<file path="src/rtl/ham_pkg.sv">
// Shared Hamming(17,12) definitions: sizes, parity positions, FSM state type and
// the data-to-codeword map also used on the decoder side.
package ham_pkg;

   localparam int CW_W   = 17;
   localparam int DATA_W = 12;
   localparam int NPAR   = 5;

   localparam int PAR_IDX [NPAR] = '{0, 1, 3, 7, 15};

   typedef enum logic [1:0] {
      ST_IDLE  = 2'd0,
      ST_SHIFT = 2'd1,
      ST_GAP   = 2'd2
   } tx_state_e;

   // Even parity; parity k covers every codeword index whose (index+1) has bit k set.
   function automatic logic [CW_W-1:0] ham_encode(input logic [DATA_W-1:0] d);
      logic [CW_W-1:0] cw;
      logic [NPAR-1:0] par;
      cw        = '0;
      cw[2]     = d[0];
      cw[6:4]   = d[3:1];
      cw[14:8]  = d[10:4];
      cw[16]    = d[11];
      par[0] = cw[2] ^ cw[4] ^ cw[6] ^ cw[8] ^ cw[10] ^ cw[12] ^ cw[14] ^ cw[16];
      par[1] = cw[2] ^ cw[5] ^ cw[6] ^ cw[9] ^ cw[10] ^ cw[13] ^ cw[14];
      par[2] = cw[4] ^ cw[5] ^ cw[6] ^ cw[11] ^ cw[12] ^ cw[13] ^ cw[14];
      par[3] = ^cw[14:8];
      par[4] = cw[16];
      for (int k = 0; k < NPAR; k++) cw[PAR_IDX[k]] = par[k];
      return cw;
   endfunction

endpackage

</file>
<file path="src/rtl/ham_enc_core.sv">
// Combinational Hamming(17,12) encoder with optional single-bit error injection.
module ham_enc_core
   import ham_pkg::*;
(
   input  logic [DATA_W-1:0] data_i,
   input  logic [4:0]        inj_pos_i,
   output logic [CW_W-1:0]   cw_o
);

   logic             inj_en;
   logic [CW_W-1:0]  flip;

   // Positions outside 1..17 mean no injection.
   assign inj_en = (inj_pos_i >= 5'd1) && (inj_pos_i <= 5'd17);
   assign flip   = inj_en ? (CW_W'(1) << (inj_pos_i - 5'd1)) : '0;
   assign cw_o   = ham_encode(data_i) ^ flip;

endmodule

</file>
<file path="src/rtl/ham_enc_tx.sv">
// Hamming(17,12) encoder and bit-serial transmitter with frame strobes and
// optional inter-frame gap.
module ham_enc_tx
   import ham_pkg::*;
#(
   parameter bit LSB_FIRST = 1'b1,
   parameter int IFG       = 0
) (
   input  logic              clk,
   input  logic              rst_n,
   input  logic              in_valid,
   output logic              in_ready,
   input  logic [DATA_W-1:0] in_data,
   input  logic [4:0]        inj_pos,
   input  logic              tx_ready,
   output logic              tx_valid,
   output logic              tx_bit,
   output logic              tx_sof,
   output logic              tx_eof,
   output logic [CW_W-1:0]   cw_out,
   output logic              busy
);

   tx_state_e        state_q, state_d;
   logic [4:0]       cnt_q, cnt_d;
   logic [3:0]       gap_q, gap_d;
   logic [CW_W-1:0]  sh_q, sh_d;
   logic [CW_W-1:0]  cw_q, cw_d;
   logic [CW_W-1:0]  cw_enc;
   logic             last_beat;
   logic             cur_bit;

   ham_enc_core u_core (
      .data_i    (in_data),
      .inj_pos_i (inj_pos),
      .cw_o      (cw_enc)
   );

   assign last_beat = (cnt_q == 5'd16);
   assign cur_bit   = LSB_FIRST ? sh_q[0] : sh_q[CW_W-1];

   always_comb begin
      state_d  = state_q;
      cnt_d    = cnt_q;
      gap_d    = gap_q;
      sh_d     = sh_q;
      cw_d     = cw_q;
      in_ready = 1'b0;
      case (state_q)
         ST_IDLE: begin
            in_ready = 1'b1;
         end
         ST_SHIFT: begin
            if (tx_ready) begin
               if (!last_beat) begin
                  cnt_d = cnt_q + 5'd1;
                  sh_d  = LSB_FIRST ? (sh_q >> 1) : (sh_q << 1);
               end else if (IFG > 0) begin
                  state_d = ST_GAP;
                  gap_d   = '0;
               end else begin
                  // Closing beat frees the shifter, so a new word may load with no bubble.
                  state_d  = ST_IDLE;
                  in_ready = 1'b1;
               end
            end
         end
         ST_GAP: begin
            if (gap_q == 4'(IFG - 1)) state_d = ST_IDLE;
            else                      gap_d   = gap_q + 4'd1;
         end
         default: state_d = ST_IDLE;
      endcase
      if (in_ready && in_valid) begin
         state_d = ST_SHIFT;
         cnt_d   = '0;
         sh_d    = cw_enc;
         cw_d    = cw_enc;
      end
   end

   always_ff @(posedge clk or negedge rst_n) begin
      if (!rst_n) begin
         state_q <= ST_IDLE;
         cnt_q   <= '0;
         gap_q   <= '0;
         sh_q    <= '0;
         cw_q    <= '0;
      end else begin
         state_q <= state_d;
         cnt_q   <= cnt_d;
         gap_q   <= gap_d;
         sh_q    <= sh_d;
         cw_q    <= cw_d;
      end
   end

   assign tx_valid = (state_q == ST_SHIFT);
   assign tx_bit   = tx_valid & cur_bit;
   assign tx_sof   = tx_valid & (cnt_q == 5'd0);
   assign tx_eof   = tx_valid & last_beat;
   assign cw_out   = cw_q;
   assign busy     = (state_q != ST_IDLE);

endmodule

</file>
<file path="config.mk">
export PLATFORM = sky130hd
export DESIGN_NAME = ham_enc_tx
export DESIGN_NICKNAME = d
export VERILOG_FILES = /design/src/rtl/ham_pkg.sv /design/src/rtl/ham_enc_core.sv /design/src/rtl/ham_enc_tx.sv
export SDC_FILE = /design/constraint.sdc
export NUM_CORES = 1
export LEC_CHECK = 0
export BUFFER_PORTS_ARGS = -buffer_cell sky130_fd_sc_hd__buf_2
export CORE_AREA = 5 5 75 70
export CTS_CLUSTER_DIAMETER = 150
export DETAILED_ROUTE_END_ITERATION = 8
export DIE_AREA = 0 0 80 75
export GPL_TIMING_DRIVEN = 0
export PLACE_DENSITY = 0.78
export SETUP_SLACK_MARGIN = 0.3
export SLEW_MARGIN = 10
export SYNTH_ARGS = -nofsm -noshare
export SYNTH_HDL_FRONTEND = slang
export SYNTH_SLANG_ARGS = --single-unit
</file>
<file path="constraint.sdc">
create_clock -name clk -period 3.3 [get_ports clk]
set_clock_uncertainty 0.2 [all_clocks]
set_input_delay 0.66 -clock clk [delete_from_list [all_inputs] [get_ports clk]]
set_output_delay 0.66 -clock clk [all_outputs]
set_load 0.005 [all_outputs]
</file>
* Word level (Yosys, flattened, before mapping)
Cells that the tools add are included.
Cells by class: add/sub/neg operators 3, order comparisons 2, equal/unequal tests 9, shift operators 1, multiplexer cells 17, bitwise gates (word level) 24, reductions and logical operators 11
Operators by type and width (number):
- $mux W17 | 5
- $mux W5 | 4
- $xor A1 B1 Y1 | 19
- $shl A1 B5 Y17 const A | 1
- $xor A17 B17 Y17 | 1
- $mux W2 | 4
- $reduce_xor A7 Y1 | 1
- $pmux W2 S3 | 1
- $reduce_bool A2 Y1 | 3
- $add A5 B1 Y5 const B | 1
- $eq A5 B5 Y1 const B | 1
- $ge A5 B1 Y1 const B | 1
- $le A5 B5 Y1 const B | 1
- $logic_not A5 Y1 | 1
- $sub A5 B1 Y5 const B | 1
- $add A4 B1 Y4 const B | 1
- $eq A4 B4 Y1 const B | 1
- $reduce_and A4 Y1 | 1
- $and A1 B1 Y1 | 3
- $ne A3 B1 Y1 const B | 1
- $ne A3 B2 Y1 const B | 1
- $ne A3 B3 Y1 const B | 1
- $reduce_and A3 Y1 | 1
- $eq A2 B1 Y1 const B | 1
- 9 further kinds | 11
Word-level totals: bits in registers 45, output and inout bits 23

* Logic depth before layout (Yosys ltp)
depth after elaboration 9, mapped depth 9

* Cells and area by module
Synthesis repeated with hierarchy kept, for this count alone.
Second synthesis, totals: cells, all modules 233, area, all modules 2472.4 µm²
By module, submodules not included:
- ham_enc_tx | times used 1, cells each 160, area each 1953.1 µm², sequential area each 1001.0 µm²
- ham_enc_core | times used 1, cells each 73, area each 519.2 µm², sequential area each 0.0 µm²

* Worst setup path before layout
OpenSTA, ideal clock, no wires.
path type input -> register, start input inj_pos[0], end register sh_q[1], arrival time 2.170 ns, required time 2.979 ns, slack 0.809 ns, cell stages on the path 7, path buffers 1, cell sequence buf_2 nor2_1 ha_1 or4b_1 xnor3_1 nand2_1 a21oi_1
On the way: cells in the longest elaborated chain, start to end 5, elaborated cells between the ends (all ways) 8, those cells by class add/sub (1); order compare (2); shift (1); mux (2); bitwise (1); reduce/logical (1)
RTL lines:
- start, declared | RTL line ham_enc_tx.sv:14 | input logic [4:0] inj_pos,
- $sub A5 B1 Y5 (tied with other cells) | RTL line ham_enc_core.sv:15 | assign flip = inj_en ? (CW_W'(1) << (inj_pos_i - 5'd1)) : '0;
- $shl A1 B5 Y17 / $logic_and A1 B1 Y1 (equally long branches) | RTL line ham_enc_core.sv:15, ham_enc_core.sv:14
- $mux W17 (*) | RTL line ham_enc_core.sv:15
- $xor A17 B17 Y17 (*) | RTL line ham_enc_core.sv:16 | assign cw_o = ham_encode(data_i) ^ flip;
- $mux W17 (*) | RTL line ham_enc_tx.sv:74 | if (in_ready && in_valid) begin
- end signal, assigned | RTL line ham_enc_tx.sv:87 | sh_q <= '0;
- end signal, assigned | RTL line ham_enc_tx.sv:93 | sh_q <= sh_d;
- end, declared | RTL line ham_enc_tx.sv:27 | logic [CW_W-1:0] sh_q, sh_d;
Mark *: on every way between the ends. The rest lies on a longest branch, timed or not. A chain may end at the register's enable or synchronous reset.

* Worst setup path after layout
Same ends and word-level chain as after synthesis.

==> impl_metrics.toml <==
[drt]
drtIter0Drc = 190
antenna_left = 0
dr.pass1.iters = 4
dr_wl_met3_um = 299
drc = 0
route.met2.wl_mm = 2.48
routedWlPerCell_um = 14.8
wirelength_mm = 5.30
top_layer = "met4"
wl_met1_mm = 2.48
vias = 1907
vias_per_cell = 5.31

[floorplanning]
dieWidth_um = 80
num_rows = 23
die_area_um2 = 6000
initial_core_util_pct = 53.3
ios = 44
core_area_um2 = 4370
die_h_um = 75

[cells_and_area]
multi_input_area_um2 = 1250
fillerInstances = 401
final_common_cell = "nor2_1"
most-common-layout-cells = "nor2_1, buf_2, dfrtp_1"
seqCellArea_um2 = 1000
antennaDiodeCount = 0
nets = 321
design_area_um2 = 2720
area_growth_pct = 16.7
drive_gt1_share_pct = 19.9

[synthesis]
netlist_area_um2 = 2330
synth_edf_count = 0
async_flop_share_pct = 100
ys.flop_type = "dfrtp_1"
avgSynthCellArea_um2 = 9.41
synth_top_area_share_pct = 42.9
synth_nets = 273
ys_top_cells_by_area = "dfrtp_1, nor2_1, xnor2_1, xor2_1, xnor3_1"
ys_warn_count = 0
yosysUniqueCellTypes = 39
synth_top_cell_by_area = "dfrtp_1"
synth-seq-cells = 40
synthCells = 248
seq_area_frac_synth_pct = 42.9

[hold_path]
hold_class = "in2async"

[sta]
tightest_slew_ns = 0.859
fin_crit_sh_pct = 77.0
finalSetupTns_ns = 0
timing.final.hold_violations = 0
fin_crit_ns = 2.54
relSlewSlack_pct = 42.7
setup_viol = 0
rsz0062_at_grt = "no"
report.final.slew_viol_count = 0
max_freq_mhz = 394

[setup_path]
worstPathRequired_ns = 3.28
startpoint_type = "input port"
endpoint_kind = "flop"
cp_max_fo = 10
worst-setup-path-type = "in2reg"
cp.arrival_ns = 2.53

[global_route]
grt_pass1_vias = 1869
grt_pass1_wl_mm = 8.92
antenna_found_initial = 0
grt_max_degree = 41
grt_use_total_pct = 19.2
grt-ovfl-total = 0

[place]
portBuffers = 41
dp_hpwl_mm = 4.12
postPlaceCellArea_um2 = 2620
gp_congestion = 0.824

[power_and_ir_drop]
comb_power_share_pct = 35.3
power.internal_mw = 1.28
power.switching_mw = 0.619
pwr-share-seq_pct = 44.0
vdd_drop_max_mv = 0.403
power.share.switching_pct = 32.6
powerDensity_nw_per_um2 = 696
power.leakage_nw = 1.30
pwr-share-clk_pct = 20.7

[cts]
cts_hold_buf = 0
cts-root-buf = "clkbuf_8"
clock-sinks = 40
cts_setup_buffers = 0
cts_buffer_depth = 2
cts_resized = 0
path_clk_slew_ns = 0.08
h-tree-depth = 2
worstSkewPairLatency_ns = 0.29
cts_buffers = 5
cts_tree = "yes"

[run_status]
outcome = "finished clean"

[job]
maxCapViolCount = 0
==> sequential cells by signal, indices dropped and copies added, names as in the netlist <==
signal / flops
sh_q: 17
state_q: 1
cw_out: 17
cnt_q: 5
==> layout make-up <==
| cell class | count | share of cell area (%) |
|---|---|---|
| inverters | 4 | 0.551 |
| repair buffers | 41 | 7.53 |
| multi-input cells | 190 | 46.0 |
| flip-flops and latches | 40 | 36.7 |
| clock inverters | 2 | 1.29 |
| plain buffers | 14 | 2.39 |
| well taps | 62 | 2.85 |
| clock buffers | 6 | 2.66 |
==> through the flow <==
stage               cells  total power [mW]  worst slack [ns]  util, %  hold WS, ns
floorplan             248              1.27             0.809        -        0.164
global placement      351              1.49             0.510     59.8        0.255
detailed placement    351              1.52             0.476     59.8        0.263
CTS                   359              1.91             0.763     62.3        0.280
global route          359              2.04             0.668     62.3        0.295
finish                359              1.90             0.759     62.3        0.272
==> cells in the mapped netlist (4+ instances only) <==
library cell and n:
nor2_1 62, a221oi_1 9, dfrtp_1 40, buf_2 4
xnor3_1 5, o21ai_1 6, a21o_1 6, ha_1 4
nand2_1 19, nand2b_1 7, xnor2_1 14, and2_1 5
xor2_1 13, clkbuf_1 8, nor3_1 6
==> worst paths after layout <==
kind | from | endpoint | slack [ns] | cells past startpoint
worst max-delay path | inj_pos[0] | sh_q[1]$_DFFE_PN0P_ | 0.76 | 8
worst min-delay path | rst_n | cw_out[0]$_DFFE_PN0N_ | 0.27 | 1
worst max register to register | cnt_q[0]$_DFFE_PN0P_ | sh_q[13]$_DFFE_PN0P_ | 0.94 | 9
worst min register to register | cw_out[0]$_DFFE_PN0N_ | cw_out[0]$_DFFE_PN0N_ | 0.28 | 1
max in group asynchronous | rst_n | sh_q[11]$_DFFE_PN0P_ | 2.08 | 1
min in group clk | cw_out[0]$_DFFE_PN0N_ | cw_out[0]$_DFFE_PN0N_ | 0.28 | 1
==> cells by family after synthesis <==
kind of cell	Yosys count	synth area share (%)
simple gates	117	23.8
fa+ha+maj	4	2.14
mux	1	0.429
flops	40	42.9
buf+inv	18	3.43
compound gates	35	11.4
xor+xnor	33	16.0
==> power by group through the flow <==
stage                     Sequential, mW  Clock (mW)  Combinational [mW]
final                              0.834       0.393               0.669
after CTS                          0.834       0.396               0.679
after global placement             0.833           0               0.654
after detailed placement           0.840           0               0.676
after global routing               0.861       0.418               0.760
after floorplan                    0.832           0               0.435
==> layer usage <==
layer  vias up  track usage, %
met5         -               0
met4         0            4.13
met3         5            4.43
met2        59            30.6
met1       900            27.0
li1        943               -
==> worst max-delay path, stage by stage <==
cell	delay, ns
buf_2	0.08
buf_2	0.19
nor2_1	0.09
ha_1	0.40
or4b_1	0.52
xnor3_1	0.37
nand2_1	0.13
a21oi_1	0.08
No activity file was read; power rests on OpenSTA's default activity.
